`config.mk`:
```
export PLATFORM = sky130hd
export DESIGN_NAME = hazard_ctrl
export DESIGN_NICKNAME = d
export VERILOG_FILES = /design/src/rtl/hazard_ctrl_pkg.sv /design/src/rtl/hazard_ctrl_fp_occupancy.sv /design/src/rtl/hazard_ctrl.sv
export SDC_FILE = /design/constraint.sdc
export NUM_CORES = 1
export LEC_CHECK = 0
export CAP_MARGIN = 25
export CORE_MARGIN = 2
export CORE_UTILIZATION = 45
export DETAILED_ROUTE_END_ITERATION = 16
export PLACE_DENSITY = 0.95
export SKIP_CTS_REPAIR_TIMING = 1
export SYNTH_ARGS = -nofsm -noshare
export SYNTH_HDL_FRONTEND = slang
export SYNTH_SLANG_ARGS = --single-unit
export TNS_END_PERCENT = 50
```
`constraint.sdc`:
```
create_clock -name clk -period 5.9 [get_ports clk]
set_input_delay 0.59 -clock clk [delete_from_list [all_inputs] [get_ports clk]]
set_output_delay 0.59 -clock clk [all_outputs]
set_load 0.05 [all_outputs]
```
`src/rtl/hazard_ctrl_pkg.sv`:
```
// -----------------------------------------------------------------------------
// hazard_ctrl_pkg
// Shared definitions for the pipeline hazard/sequencing controller:
//   - sequencer state encoding (RUN, DRAIN, HALTED)
//   - default floating-point EX occupancy and post-STOP drain length
//   - helper that sizes the FP occupancy counter
// -----------------------------------------------------------------------------
package hazard_ctrl_pkg;

    typedef enum logic [1:0] {
        ST_RUN    = 2'd0,
        ST_DRAIN  = 2'd1,
        ST_HALTED = 2'd2
    } hz_state_t;

    localparam int unsigned FP_LATENCY_DEF   = 3;
    localparam int unsigned DRAIN_CYCLES_DEF = 3;

    // One bit of headroom above ceil(log2(latency)) so the counter can
    // always represent latency-1, including the degenerate latency of 1.
    function automatic int unsigned fp_cnt_width(input int unsigned lat);
        return $clog2(lat) + 1;
    endfunction

endpackage

```
`src/rtl/hazard_ctrl_fp_occupancy.sv`:
```
// -----------------------------------------------------------------------------
// fp_occupancy
// Tracks how long a Floating op has been sitting in EX and reports whether it
// still needs to hold the stage.
// Ports:
//   clk          in   clock
//   rst          in   synchronous active-high reset
//   i_floating   in   a Floating op is in ID/EX
//   o_fp_busy    out  the op needs EX for at least one more cycle
// -----------------------------------------------------------------------------
module fp_occupancy
    import hazard_ctrl_pkg::*;
#(
    parameter int unsigned FP_LATENCY = FP_LATENCY_DEF
) (
    input  logic clk,
    input  logic rst,
    input  logic i_floating,
    output logic o_fp_busy
);

    localparam int unsigned   CW      = fp_cnt_width(FP_LATENCY);
    localparam logic [CW-1:0] CNT_END = CW'(FP_LATENCY - 1);

    logic [CW-1:0] r_fp_cnt;

    // The last occupancy cycle is not busy: the op completes and the next
    // instruction may enter EX on the following edge.
    assign o_fp_busy = i_floating && (r_fp_cnt != CNT_END);

    always_ff @(posedge clk) begin
        if (rst) begin
            r_fp_cnt <= '0;
        end else if (o_fp_busy) begin
            r_fp_cnt <= r_fp_cnt + CW'(1);
        end else begin
            r_fp_cnt <= '0;
        end
    end

endmodule

```
`src/rtl/hazard_ctrl.sv`:
```
// -----------------------------------------------------------------------------
// hazard_ctrl
// Stall/flush generator for the IF, IF/ID, ID/EX and EX/MEM registers plus the
// STOP drain-and-halt sequencer.
//
//   state   | meaning
//   --------+----------------------------------------------------------
//   RUN     | normal issue; hazards resolved by priority
//   DRAIN   | STOP has left ID; fetch frozen while EX/MEM/WB empty out
//   HALTED  | processor stopped; everything stalled until reset
//
// Ports:
//   clk, rst                        clock, synchronous active-high reset
//   rsD, rtD                        source registers of the ID instruction
//   rtE, rdE, RegDstE               destination candidates/select in ID/EX
//   RegWriteE, MemReadE, FloatingE  ID/EX control bits
//   branch_taken_E                  branch in EX resolved taken
//   JumpD, StopD                    decoded in ID
//   stall_*_o, flush_*_o            pipeline register controls
//   fp_busy_o                       a Floating op is holding EX
//   halted_o                        processor has stopped
// -----------------------------------------------------------------------------
module hazard_ctrl
    import hazard_ctrl_pkg::*;
#(
    parameter int unsigned REG_WIDTH    = 4,
    parameter int unsigned FP_LATENCY   = FP_LATENCY_DEF,
    parameter int unsigned DRAIN_CYCLES = DRAIN_CYCLES_DEF
) (
    input  logic                 clk,
    input  logic                 rst,
    input  logic [REG_WIDTH-1:0] rsD,
    input  logic [REG_WIDTH-1:0] rtD,
    input  logic [REG_WIDTH-1:0] rtE,
    input  logic [REG_WIDTH-1:0] rdE,
    input  logic                 RegDstE,
    input  logic                 RegWriteE,
    input  logic                 MemReadE,
    input  logic                 FloatingE,
    input  logic                 branch_taken_E,
    input  logic                 JumpD,
    input  logic                 StopD,
    output logic                 stall_IF_o,
    output logic                 stall_IF_ID_o,
    output logic                 flush_IF_ID_o,
    output logic                 stall_ID_EX_o,
    output logic                 flush_ID_EX_o,
    output logic                 flush_EX_MEM_o,
    output logic                 fp_busy_o,
    output logic                 halted_o
);

    localparam int unsigned DCW = $clog2(DRAIN_CYCLES) + 1;

    hz_state_t          r_state;
    hz_state_t          w_state_nxt;
    logic [DCW-1:0]     r_drain_cnt;
    logic [DCW-1:0]     w_drain_nxt;
    logic [REG_WIDTH-1:0] w_dst_e;
    logic               w_lu;
    logic               w_fp_busy;
    logic               w_id_adv;

    fp_occupancy #(
        .FP_LATENCY (FP_LATENCY)
    ) u_fp_occupancy (
        .clk        (clk),
        .rst        (rst),
        .i_floating (FloatingE),
        .o_fp_busy  (w_fp_busy)
    );

    assign w_dst_e  = RegDstE ? rdE : rtE;
    assign w_lu     = MemReadE && RegWriteE && ((w_dst_e == rsD) || (w_dst_e == rtD));
    assign w_id_adv = !branch_taken_E && !w_fp_busy && !w_lu;

    always_comb begin
        w_state_nxt    = r_state;
        w_drain_nxt    = r_drain_cnt;
        stall_IF_o     = 1'b0;
        stall_IF_ID_o  = 1'b0;
        flush_IF_ID_o  = 1'b0;
        stall_ID_EX_o  = 1'b0;
        flush_ID_EX_o  = 1'b0;
        flush_EX_MEM_o = 1'b0;
        fp_busy_o      = 1'b0;
        halted_o       = 1'b0;

        case (r_state)
            ST_RUN: begin
                fp_busy_o = w_fp_busy;
                if (branch_taken_E) begin
                    flush_IF_ID_o = 1'b1;
                    flush_ID_EX_o = 1'b1;
                end else if (w_fp_busy) begin
                    stall_IF_o     = 1'b1;
                    stall_IF_ID_o  = 1'b1;
                    stall_ID_EX_o  = 1'b1;
                    flush_EX_MEM_o = 1'b1;
                end else if (w_lu) begin
                    stall_IF_o    = 1'b1;
                    stall_IF_ID_o = 1'b1;
                    flush_ID_EX_o = 1'b1;
                end else if (JumpD) begin
                    flush_IF_ID_o = 1'b1;
                end
                // A STOP that is stalled or squashed by a branch stays put.
                if (StopD && w_id_adv) begin
                    w_state_nxt = ST_DRAIN;
                    w_drain_nxt = DCW'(DRAIN_CYCLES - 1);
                end
            end
            ST_DRAIN: begin
                // IF/ID only ever carries bubbles now, so ID/EX just loads them
                // unless an FP op still owns EX.
                stall_IF_o    = 1'b1;
                flush_IF_ID_o = 1'b1;
                if (w_fp_busy) begin
                    fp_busy_o      = 1'b1;
                    stall_ID_EX_o  = 1'b1;
                    flush_EX_MEM_o = 1'b1;
                end else if (r_drain_cnt == '0) begin
                    w_state_nxt = ST_HALTED;
                end else begin
                    w_drain_nxt = r_drain_cnt - DCW'(1);
                end
            end
            ST_HALTED: begin
                halted_o      = 1'b1;
                stall_IF_o    = 1'b1;
                stall_IF_ID_o = 1'b1;
                stall_ID_EX_o = 1'b1;
            end
            default: begin
                w_state_nxt = ST_RUN;
            end
        endcase

        if (rst) begin
            stall_IF_o     = 1'b0;
            stall_IF_ID_o  = 1'b0;
            flush_IF_ID_o  = 1'b0;
            stall_ID_EX_o  = 1'b0;
            flush_ID_EX_o  = 1'b0;
            flush_EX_MEM_o = 1'b0;
            fp_busy_o      = 1'b0;
            halted_o       = 1'b0;
        end
    end

    always_ff @(posedge clk) begin
        if (rst) begin
            r_state     <= ST_RUN;
            r_drain_cnt <= '0;
        end else begin
            r_state     <= w_state_nxt;
            r_drain_cnt <= w_drain_nxt;
        end
    end

endmodule

```
After elaboration in Yosys (flattened, before gate mapping)
Index checks and enable logic that the tools add are counted.
{"block": "totals", "register_bits": 8, "latchBits": 0, "ram_bits": 0, "mem_bits_ro": 0, "in_bits": 25, "out_inout_bits": 8, "mem_count": 0}
{"block": "classes", "n_addsub": 2, "mul": 0, "div_mod_pow": 0, "order_cmp": 0, "n_eq_ne": 9, "n_shift": 0, "mux": 36, "n_bitwise": 2, "n_reduce_logical": 17}
{"cell": "1-bit two-way mux", "count": 21}
{"cell": "1-bit one-hot mux with 2 select lines", "count": 5}
{"cell": "3-bit two-way mux", "count": 3}
{"cell": "4-bit equality test", "count": 2}
{"cell": "2-bit inequality test, second input constant", "count": 4}
{"cell": "4-bit AND reduction", "count": 2}
{"cell": "1-bit logical AND", "count": 6}
{"cell": "2-bit two-way mux", "count": 3}
{"cell": "2-bit one-hot mux with 3 select lines", "count": 1}
{"cell": "3-bit one-hot mux with 2 select lines", "count": 1}
{"cell": "4-bit two-way mux", "count": 1}
{"cell": "2-bit OR reduction", "count": 2}
{"cell": "3-bit by 1-bit adder with 3-bit output, second input constant", "count": 1}
{"cell": "1-bit zero test", "count": 3}
{"cell": "3-bit zero test", "count": 1}
{"cell": "3-bit by 2-bit inequality test with 1-bit output, second input constant", "count": 1}
{"cell": "1-bit one-hot mux with 3 select lines", "count": 1}
{"cell": "3-bit by 1-bit subtractor with 3-bit output, second input constant", "count": 1}
{"cell": "2-bit by 1-bit equality test with 1-bit output, second input constant", "count": 1}
{"cell": "2-bit equality test, second input constant", "count": 1}
{"cell": "2-bit zero test", "count": 1}
{"cell": "1-bit NOT", "count": 2}
{"cell": "2-bit nonzero test", "count": 1}
{"cell": "1-bit logical OR", "count": 1}

Depth between registers and ports, before layout
Gate-level depths: netlist of the first run.
{"block": "depth", "word_depth": 9, "ltp_mapped": 9}

Cells and area by module
A second synthesis of the first run with hierarchy kept.
{"block": "hier_totals", "cells_unflattened": 98, "area_unflattened_um2": 805.8}
{"module": "hazard_ctrl", "n_inst": 1, "cells_each": 84, "area_each_um2": 660.6, "seq_area_each_um2": 100.1}
{"module": "fp_occupancy", "n_inst": 1, "cells_each": 14, "area_each_um2": 145.1, "seq_area_each_um2": 60.1}

Worst setup path after synthesis of the first run
Ideal clock, no wire load.
{"block": "synth_path", "path_type": "reg-to-output", "start": "register r_state[0]", "end": "output port stall_ID_EX_o", "t_arrival_ps": 2785, "required_time_ps": 5310, "setup_slack_ps": 2525, "stages_incl_launch_ff": 9, "path_buffers": 0, "path_cell_list": "dfxtp_1 -> inv_1 -> ha_1 -> inv_1 -> nor2_1 -> nor2_1 -> nor3_1 -> nor2_1 -> nor2_1"}
{"block": "synth_between", "elab_chain_len": 3, "elab_cells_between_ends": 5, "cone_classes": "2 x eq/ne; 2 x mux; 1 x reduce/logical"}
{"element": "start: declaration", "line_no": "hazard_ctrl.sv:55", "source": "hz_state_t r_state;"}
{"element": "start signal: assignment", "line_no": "hazard_ctrl.sv:156", "source": "r_state <= w_state_nxt;"}
{"element": "2-bit equality test (tied with other cells)", "line_no": "hazard_ctrl.sv:89", "source": "case (r_state)"}
{"element": "1-bit one-hot mux with 3 select lines *", "line_no": "hazard_ctrl.sv:89"}
{"element": "1-bit two-way mux *", "line_no": "hazard_ctrl.sv:139", "source": "if (rst) begin"}
{"element": "end: declaration", "line_no": "hazard_ctrl.sv:46", "source": "output logic stall_ID_EX_o,"}
Every way passes the cells marked *; elsewhere a longest branch is shown, timed or not.

Worst setup path in the final report of the first run
{"block": "layout_path", "start": "input port RegDstE", "end": "output port stall_IF_o"}
{"block": "layout_between", "elab_chain_len": 9, "elab_cells_between_ends": 10, "cone_classes": "2 x eq/ne; 6 x mux; 2 x reduce/logical"}
{"element": "start: declaration", "line_no": "hazard_ctrl.sv:36", "source": "input logic RegDstE,"}
{"element": "4-bit two-way mux *", "line_no": "hazard_ctrl.sv:73", "source": "assign w_dst_e = RegDstE ? rdE : rtE;"}
{"element": "4-bit equality test", "line_no": "hazard_ctrl.sv:74", "source": "assign w_lu = MemReadE && RegWriteE && ((w_dst_e == rsD) || (w_dst_e == rtD));"}
{"element": "1-bit logical OR *", "line_no": "hazard_ctrl.sv:74"}
{"element": "1-bit logical AND *", "line_no": "hazard_ctrl.sv:74"}
{"element": "1-bit two-way mux *", "line_no": "hazard_ctrl.sv:100", "source": "end else if (w_lu) begin"}
{"element": "1-bit two-way mux *", "line_no": "hazard_ctrl.sv:95", "source": "end else if (w_fp_busy) begin"}
{"element": "1-bit two-way mux *", "line_no": "hazard_ctrl.sv:92", "source": "if (branch_taken_E) begin"}
{"element": "1-bit one-hot mux with 2 select lines *", "line_no": "hazard_ctrl.sv:89"}
{"element": "1-bit two-way mux *", "line_no": "hazard_ctrl.sv:139"}
{"element": "end: declaration", "line_no": "hazard_ctrl.sv:43", "source": "output logic stall_IF_o,"}
Marks and branches as above.

==> run summary, run 1 <==
HPWL after DPL = 1730 um
Cell Chain, Critical Path = clkdlybuf4s50_1 -> mux2i_2 -> xnor2_1 -> nor4_2 -> o211ai_2 -> a2111oi_2 -> clkdlybuf4s50_1
First-pass DRT Iterations = 4
Busiest grt layer = met2
Worst hold path type = reg2reg
Clock slew at reported path FFs = 0.05 ns
Initial antenna violation count = 0
CP arrival = 3.55 ns
Met3 Use GR = 4.37%
Slowest CP cell = clkdlybuf4s50_1
DIE WIDTH = 45.8 um
FF-to-FF End = r_drain_cnt[2]$_SDFFE_PP0P_
Placed cells = 138
Max-Cap Viols = 0
Most Frequent Cell on Critical Path = clkdlybuf4s50_1
DIE AREA = 0.00210 mm2
Initial DRC Count = 12
Hold Path End = u_fp_occupancy.r_fp_cnt[0]$_SDFF_PP0_
Clk_skew = 0.00162 ns
Reg2Reg Depth = 8
Pin count of the biggest net entering global routing = 14
Initial Utilization = 46.6%
Final nets = 159
Req. time, crit path = 5.31 ns
First-pass GRT wire length = 3190 um
Antenna cells = 0
GRT Total Usage = 21.0%
CP Class = in2out
Post-synth top flop = dfxtp_1
Mapped Avg Cell Area = 8.55 um2
Pre-CTS WS = 1.77 ns
Grt ovf = 0
Port bufs = 32
Least-Margin Pin Slew = 0.599 ns
Worst-skew pair later-pin latency = 0.25 ns
Vias in the first global route = 788
EDFF count, synth = 0
Synth unique cells = 33
Setup_tns = 0 ns
Share of post-route cells with drive strength above 1 = 9.68%
Met1 Track Usage GR = 22.9%
Placed cell area = 0.00111 mm2
Leak = 0.442 nW
Post-detailed-route count of antenna-violating nets = 0
CTS tree = built
Maximum root-to-sink buffer count = 2
CTS Buf Count = 3
Unrepaired setup endpoints after global routing = false
Routed len/inst = 15.1 um
HP Start = u_fp_occupancy.r_fp_cnt[0]$_SDFF_PP0_
Area delta synth->final = 43.7%
R2r setup slk = 3.59 ns
Status = finished clean
Peak Freq = 242 MHz
Clk sinks = 8
Final Cell Area = 0.00113 mm2
H-tree levels = 1
Synth warn = 0
Endpoints failing hold = 0
Max VDD drop = 0.130 mV
Syn Nets = 125
Critical Path Max Stage Delay = 0.86 ns
Vias = 813
Register area share after synthesis = 20.3%
CP startpoint kind = input pin
Met2 Use GR = 38.6%
Post-route insts no fill = 141
Seq cells post-synth = 8
Hold depth = 1
Setup ws final = 1.76 ns
Post-synthesis cell area = 787 um2
Crit path time final = 4.14 ns
Crit end category = output pin
Fin crit share = 70.2%
Max FO, Critical Path = 6
DRT Wirelength = 2130 um
Routed vias/inst = 5.77
Setup Viol. Count Final = 0
Max Slew Vio Count = 0
Top Ports = 33
Cells after Synth = 92
Worst R2R Start = r_state[1]$_SDFFE_PP0P_
RePlAce Congestion = 0.834
PwrDens = 165 mW/mm2
Die Ht = 45.8 um
DRC viols = 0
Placement row count = 15
Hold_ws = 0.471 ns
Core ar. = 0.00169 mm2
Worst rel slew slack = 59.7%
Async S/R FF share, synth = 0%
Root buffer cell = clkbuf_4
==> cells in the final DEF, fill, tap and decap left out, types with 3 or more instances in the layout <==
| cell type | instances |
|---|---|
| ha_1 | 8 |
| clkbuf_4 | 3 |
| mux2i_1 | 3 |
| nor3_1 | 4 |
| a21oi_1 | 4 |
| xnor2_1 | 9 |
| nand2_1 | 5 |
| nor2_1 | 11 |
| dfxtp_1 | 8 |
| clkdlybuf4s50_1 | 32 |
| inv_1 | 8 |
==> metrics by stage <==
stage | power, mW | util (%)
floorplan | 0.114 | -
global placement | 0.143 | 65.6
detailed placement | 0.146 | 65.6
CTS | 0.189 | 67.0
global route | 0.199 | 67.0
finish | 0.187 | 67.0
==> cell families (layout without fill, tap and decap cells) <==
group / count (synthesis) / in the layout / share of synthesized area (%)
buf+inv: 11 / 43 / 6.36
simple gates: 32 / 32 / 22.7
mux: 5 / 5 / 7.31
fa+ha+maj: 8 / 8 / 12.7
compound gates: 19 / 19 / 20.5
flops: 8 / 8 / 20.3
xor+xnor: 9 / 9 / 10.0
==> area by class of cell <==
type	instances	area (um2)
Multi-Input combinational cell	73	577
Fill cell	134	558
Timing Repair Buffer	32	320
Sequential cell	8	160
Inverter	8	30.0
Clock buffer	3	22.5
Tap cell	17	21.3
==> synth_stat cells, types with 2 or more instances <==
cell type / instances / area [um2]
a221oi_1: 2 / 17.5
nor4_2: 2 / 25.0
a21oi_1: 4 / 20.0
mux2i_1: 3 / 30.0
nor3_1: 4 / 20.0
nand4_1: 2 / 12.5
nand2b_1: 2 / 12.5
nor2b_1: 2 / 12.5
ha_1: 8 / 100
xnor2_1: 9 / 78.8
a211oi_1: 2 / 15.0
inv_1: 8 / 30.0
dfxtp_1: 8 / 160
nor2_1: 11 / 41.3
nand2_1: 5 / 18.8
mux2i_2: 2 / 27.5
o211ai_2: 2 / 25.0
==> routing by layer <==
metal	up-vias	wire, um
met5	-	0
met4	0	9
met2	30	1040
met3	2	186
met1	389	900
li1	392	-
==> sequential cells by signal, indices dropped and copies added (netlist names) <==
register and flops:
r_drain_cnt 3, u_fp_occupancy.r_fp_cnt 3, r_state 2
==> power breakdown <==
group          switching (mW)  total, mW  leakage, nW  internal, mW
Clock                  0.0177     0.0409       0.0138        0.0232
Sequential            0.00166     0.0585       0.0651        0.0568
Combinational          0.0476     0.0875        0.363        0.0399
Total                  0.0669      0.187        0.442         0.120
==> worst max-delay path: cells and delay by family <==
kind | cells | cell delay, ns
xor+xnor | 1 | 0.13
mux | 1 | 0.31
buf+inv | 2 | 1.49
compound gates | 2 | 0.57
simple gates | 1 | 0.46
==> worst max path at each step <==
stage                                  startpoint             to  depth (start not counted)
after global routing                      RegDstE     stall_IF_o                          7
after CTS                                 RegDstE     stall_IF_o                          7
after detailed placement                  RegDstE     stall_IF_o                          7
after floorplan           r_state[0]$_SDFFE_PP0P_  stall_ID_EX_o                          8
final                                     RegDstE     stall_IF_o                          7
after global placement                    RegDstE     stall_IF_o                          7
(Power assumes the default switching activity.)
==> run 2, diff against run 1 <==
CORE_UTILIZATION = 42   (was 45)
PLACE_DENSITY = 0.9   (was 0.95)
clock period = 4.3 ns   (was 5.9 ns; I/O delays follow)
==> run summary, run 2 (synthesis gave the netlist of run 1 again) <==
R2r setup slk = 2.07 ns (-1.52 ns)
Worst hold path type = reg2reg
Final nets = 159 (unchanged)
H-tree levels = 1 (unchanged)
Placement row count = 15 (unchanged)
Clk_skew = 0.00370 ns (+0.00209 ns)
Maximum root-to-sink buffer count = 2 (unchanged)
Worst-skew pair later-pin latency = 0.26 ns (about the same)
Max FO, Critical Path = 6 (unchanged)
First-pass GRT wire length = 2890 um (-9.3%)
Root buffer cell = clkbuf_4
Vias = 812 (-0.12%)
Metal3 WL = 195 um (+4.8%)
Reg2Reg Depth = 8 (unchanged)
DRC viols = 0 (unchanged)
FF-to-FF End = r_drain_cnt[2]$_SDFFE_PP0P_
First-pass DRT Iterations = 4 (unchanged)
Leak = 0.442 nW (unchanged)
Post-route insts no fill = 149 (+5.7%)
Grt ovf = 0 (unchanged)
Core ar. = 0.00175 mm2 (+3.3%)
Endpoints failing hold = 0 (unchanged)
Crit path time final = 3.73 ns
Fin crit share = 86.8%
Routed wl met2 = 991 um (-4.3%)
Max Slew Vio Count = 0 (unchanged)
DIE AREA = 0.00224 mm2 (+6.5%)
CTS Buf Count = 3 (unchanged)
Antenna cells = 0 (unchanged)
DRT Wirelength = 1990 um (-6.5%)
RePlAce Congestion = 0.876 (+5.1%)
Clk sinks = 8 (unchanged)
Clock slew at reported path FFs = 0.05 ns (about the same)
Placed cells = 146 (+5.8%)
Least-Margin Pin Slew = 0.552 ns (-0.0470 ns)
Worst R2R Start = r_state[1]$_SDFFE_PP0P_
Initial Utilization = 45.1% (-1.5 points)
GRT Total Usage = 18.1% (-2.9 points)
Vias in the first global route = 704 (-11%)
Setup Viol. Count Final = 0 (unchanged)
Pin count of the biggest net entering global routing = 14 (unchanged)
Post-detailed-route count of antenna-violating nets = 0 (unchanged)
Area delta synth->final = 45.0%
Crit end category = output pin
PwrDens = 226 mW/mm2 (+37%)
Setup_tns = 0 ns (unchanged)
Status = finished clean
HPWL after DPL = 1590 um (-8.0%)
CP Class = in2out
Share of post-route cells with drive strength above 1 = 9.68% (unchanged)
Req. time, crit path = 3.87 ns (-1.44 ns)
Worst rel slew slack = 62.8% (+3.2 points)
CTS tree = built
Routed vias/inst = 5.45 (-5.5%)
Largest registers = r_drain_cnt x3, u_fp_occupancy.r_fp_cnt x3, r_state x2
Final Util = 65.4% (-1.6 points)
CP arrival = 3.30 ns (-0.25 ns)
DIE WIDTH = 47.3 um (+3.2%)
Port bufs = 32 (unchanged)
Routed len/inst = 13.4 um (-11%)
Most common cell after layout, fill and taps aside = clkdlybuf4s50_1
Initial DRC Count = 12 (unchanged)
Met1 wire length = 788 um (-12%)
Initial antenna violation count = 0 (unchanged)
Commonest cells after routing, fill and taps aside = clkdlybuf4s50_1, nor2_1, xnor2_1
Max VDD drop = 0.186 mV (+44%)
Crit path to = stall_IF_o
Die Ht = 47.3 um (+3.2%)
Max-Cap Viols = 0 (unchanged)
CP Launch Point = RegDstE
Unrepaired setup endpoints after global routing = false
Top Ports = 33 (unchanged)
Top routing layer in use = met4
Peak Freq = 268 MHz
CP startpoint kind = input pin
## run 2: cell counts in the layout (fill, tap and decap cells not counted)
Identical to the previous run, type by type.
## run 2: worst min-delay path by stage
stage	startpoint	slack, ns	endpoint	cells past startpoint
2_1_floorplan	u_fp_occupancy.r_fp_cnt[0]$_SDFF_PP0_	0.43	u_fp_occupancy.r_fp_cnt[0]$_SDFF_PP0_	1
3_3_place_gp	u_fp_occupancy.r_fp_cnt[0]$_SDFF_PP0_	0.44	u_fp_occupancy.r_fp_cnt[0]$_SDFF_PP0_	1
3_5_place_dp	u_fp_occupancy.r_fp_cnt[0]$_SDFF_PP0_	0.46	u_fp_occupancy.r_fp_cnt[0]$_SDFF_PP0_	1
4_1_cts	u_fp_occupancy.r_fp_cnt[0]$_SDFF_PP0_	0.46	u_fp_occupancy.r_fp_cnt[0]$_SDFF_PP0_	1
5_1_grt	u_fp_occupancy.r_fp_cnt[0]$_SDFF_PP0_	0.47	u_fp_occupancy.r_fp_cnt[0]$_SDFF_PP0_	1
6_report	u_fp_occupancy.r_fp_cnt[0]$_SDFF_PP0_	0.47	u_fp_occupancy.r_fp_cnt[0]$_SDFF_PP0_	1
## run 2: worst max-delay path: stages
cell and delay [ns]:
clkdlybuf4s50_1 0.63, mux2i_1 0.36, xnor2_1 0.13, nor4_2 0.34
o211ai_2 0.23, a2111oi_2 0.33, clkdlybuf4s50_1 0.85
## run 2: cell type report
class / instances / area [um2]
well taps: 25 / 31.3
multi-input cells: 73 / 577
fillers: 142 / 604
repair buffers: 32 / 320
clock buffers: 3 / 22.5
flip-flops and latches: 8 / 160
inverters: 8 / 30.0
## run 2: routing by layer
| metal | track usage (%) | up-vias |
|---|---|---|
| li1 | - | 396 |
| met1 | 19.1 | 366 |
| met2 | 34.6 | 46 |
| met3 | 3.85 | 4 |
| met4 | 6.67 | 0 |
| met5 | 0 | - |
## run 2: metrics by stage
stage                     cell area [um2]  hold slack, ns  power (mW)  setup slack [ns]
after floorplan                       787           0.432       0.157              1.08
after global routing                 1140           0.474       0.270             0.412
after global placement               1120           0.442       0.197             0.637
final                                1140           0.469       0.258             0.568
after detailed placement             1120           0.456       0.199             0.548
after CTS                            1140           0.463       0.259             0.543
## run 2: where the power goes
group | switching, mW | internal, mW | total, mW
Combinational | 0.0629 | 0.0547 | 0.118
Clock | 0.0285 | 0.0321 | 0.0606
Sequential | 0.00233 | 0.0779 | 0.0803
Total | 0.0937 | 0.165 | 0.258
==> run 3, diff against run 2 <==
CORE_MARGIN = 1.5   (was 2)
==> run summary, run 3 (synthesis gave the netlist of run 1 again) <==
Reg2Reg Depth = 8 (unchanged)
Grt ovf = 0 (unchanged)
Top routing layer in use = met4
Max Slew Vio Count = 0 (unchanged)
Combinational share of power = 46.3% (+0.8 points)
Routed len/inst = 13.3 um (-0.60%)
HPWL after DPL = 1610 um (+1.1%)
Leak = 0.442 nW (unchanged)
Routed vias/inst = 5.25 (-3.7%)
Clk_skew = 0.00121 ns (-0.00250 ns)
Most common cell after layout, fill and taps aside = clkdlybuf4s50_1
Post-detailed-route count of antenna-violating nets = 0 (unchanged)
DRT Wirelength = 1980 um (-0.60%)
Switching share of power = 35.8% (-0.41 points)
Initial Utilization = 45.1% (unchanged)
RePlAce Congestion = 0.885 (+1.0%)
Metal3 WL = 173 um (-11%)
DRC viols = 0 (unchanged)
Maximum root-to-sink buffer count = 2 (unchanged)
DIE WIDTH = 46.3 um (-2.1%)
CTS tree = built
CTS Buf Count = 3 (unchanged)
H-tree levels = 1 (unchanged)
Largest registers = r_drain_cnt x3, u_fp_occupancy.r_fp_cnt x3, r_state x2
Commonest cells after routing, fill and taps aside = clkdlybuf4s50_1, nor2_1, xnor2_1
Port bufs = 32 (unchanged)
CP startpoint kind = input pin
Initial DRC Count = 11 (-1)
First-pass GRT wire length = 2970 um (+2.8%)
Status = finished clean
Worst rel slew slack = 59.9% (-2.9 points)
CP Class = in2out
Endpoints failing hold = 0 (unchanged)
Switch Pwr = 0.0921 mW (-1.8%)
Met1 wire length = 788 um (unchanged)
Placed cell area = 0.00112 mm2 (unchanged)
Internal cell power = 0.165 mW (about the same)
Placement row count = 15 (unchanged)
Root buffer cell = clkbuf_4
First-pass DRT Iterations = 4 (unchanged)
CP arrival = 3.28 ns (-0.02 ns)
Clock slew at reported path FFs = 0.05 ns (about the same)
Final Cell Area = 0.00114 mm2 (unchanged)
GRT Total Usage = 19.6% (+1.5 points)
Final nets = 159 (unchanged)
Core ar. = 0.00175 mm2 (unchanged)
Pin count of the biggest net entering global routing = 14 (unchanged)
Top Ports = 33 (unchanged)
DIE AREA = 0.00214 mm2 (-4.2%)
Area delta synth->final = 45.0% (unchanged)
Peak Freq = 269 MHz (+0.57%)
Sequential share of power = 31.2% (about the same)
Share of post-route cells with drive strength above 1 = 9.68% (unchanged)
Max FO, Critical Path = 6 (unchanged)
Req. time, crit path = 3.87 ns (about the same)
Max-Cap Viols = 0 (unchanged)
Worst-skew pair later-pin latency = 0.26 ns (about the same)
Routed wl met2 = 984 um (-0.71%)
Initial antenna violation count = 0 (unchanged)
Clk pwr share = 22.5% (-1.0 points)
Setup_tns = 0 ns (unchanged)
Fin crit share = 86.3% (-0.50 points)
Worst hold path type = reg2reg
Setup Viol. Count Final = 0 (unchanged)
Hold depth = 1 (unchanged)
PwrDens = 225 mW/mm2 (-0.64%)
Unrepaired setup endpoints after global routing = false
Die Ht = 46.3 um (-2.1%)
Max VDD drop = 0.148 mV (-21%)
Crit end category = output pin
Antenna cells = 0 (unchanged)
Vias in the first global route = 750 (+6.5%)
Vias = 782 (-3.7%)
Least-Margin Pin Slew = 0.595 ns (+0.0429 ns)
Clk sinks = 8 (unchanged)
Crit path time final = 3.71 ns (-0.0213 ns)
run 3: worst paths after layout:
kind / startpoint / end / slack, ns
max: RegDstE / stall_IF_o / 0.59
min: u_fp_occupancy.r_fp_cnt[0]$_SDFF_PP0_ / u_fp_occupancy.r_fp_cnt[0]$_SDFF_PP0_ / 0.48
max reg2reg: r_state[1]$_SDFFE_PP0P_ / r_drain_cnt[2]$_SDFFE_PP0P_ / 2.02
min reg2reg: u_fp_occupancy.r_fp_cnt[0]$_SDFF_PP0_ / u_fp_occupancy.r_fp_cnt[0]$_SDFF_PP0_ / 0.48
run 3: metal layers:
metal | global-route usage [%] | vias to the layer above
met5 | 0 | -
met4 | 10.3 | 0
li1 | - | 393
met2 | 40.6 | 35
met3 | 4.71 | 5
met1 | 16.2 | 349
run 3: metrics by stage:
stage          hold slack [ns]  power [mW]  util (%)  std cells  worst slack [ns]
3_3_place_gp             0.444       0.197      64.1        146             0.631
6_report                 0.482       0.257      65.4        149             0.589
4_1_cts                  0.477       0.261      65.4        149             0.561
2_1_floorplan            0.432       0.157         -         92              1.08
3_5_place_dp             0.471       0.201      64.1        146             0.562
5_1_grt                  0.503       0.272      65.4        149             0.442
run 3: worst max-delay path, cell delays in order:
cell and delay, ns:
clkdlybuf4s50_1 0.62, mux2i_2 0.31, xnor2_1 0.12, nor4_2 0.41, o211ai_2 0.21, a2111oi_2 0.32, clkdlybuf4s50_1 0.85
run 3: power by group through the flow:
stage | sequential (mW) | combinational (mW) | clock [mW]
after floorplan | 0.0813 | 0.0755 | 0
after global placement | 0.0815 | 0.115 | 0
after detailed placement | 0.0818 | 0.119 | 0
after CTS | 0.0802 | 0.120 | 0.0618
after global routing | 0.0805 | 0.128 | 0.0641
final | 0.0803 | 0.119 | 0.0577
run 3: final cells by class:
class	count	area, um2
fillers	152	604
multi-input cells	73	577
repair buffers	32	320
flip-flops and latches	8	160
well taps	25	31.3
inverters	8	30.0
clock buffers	3	22.5
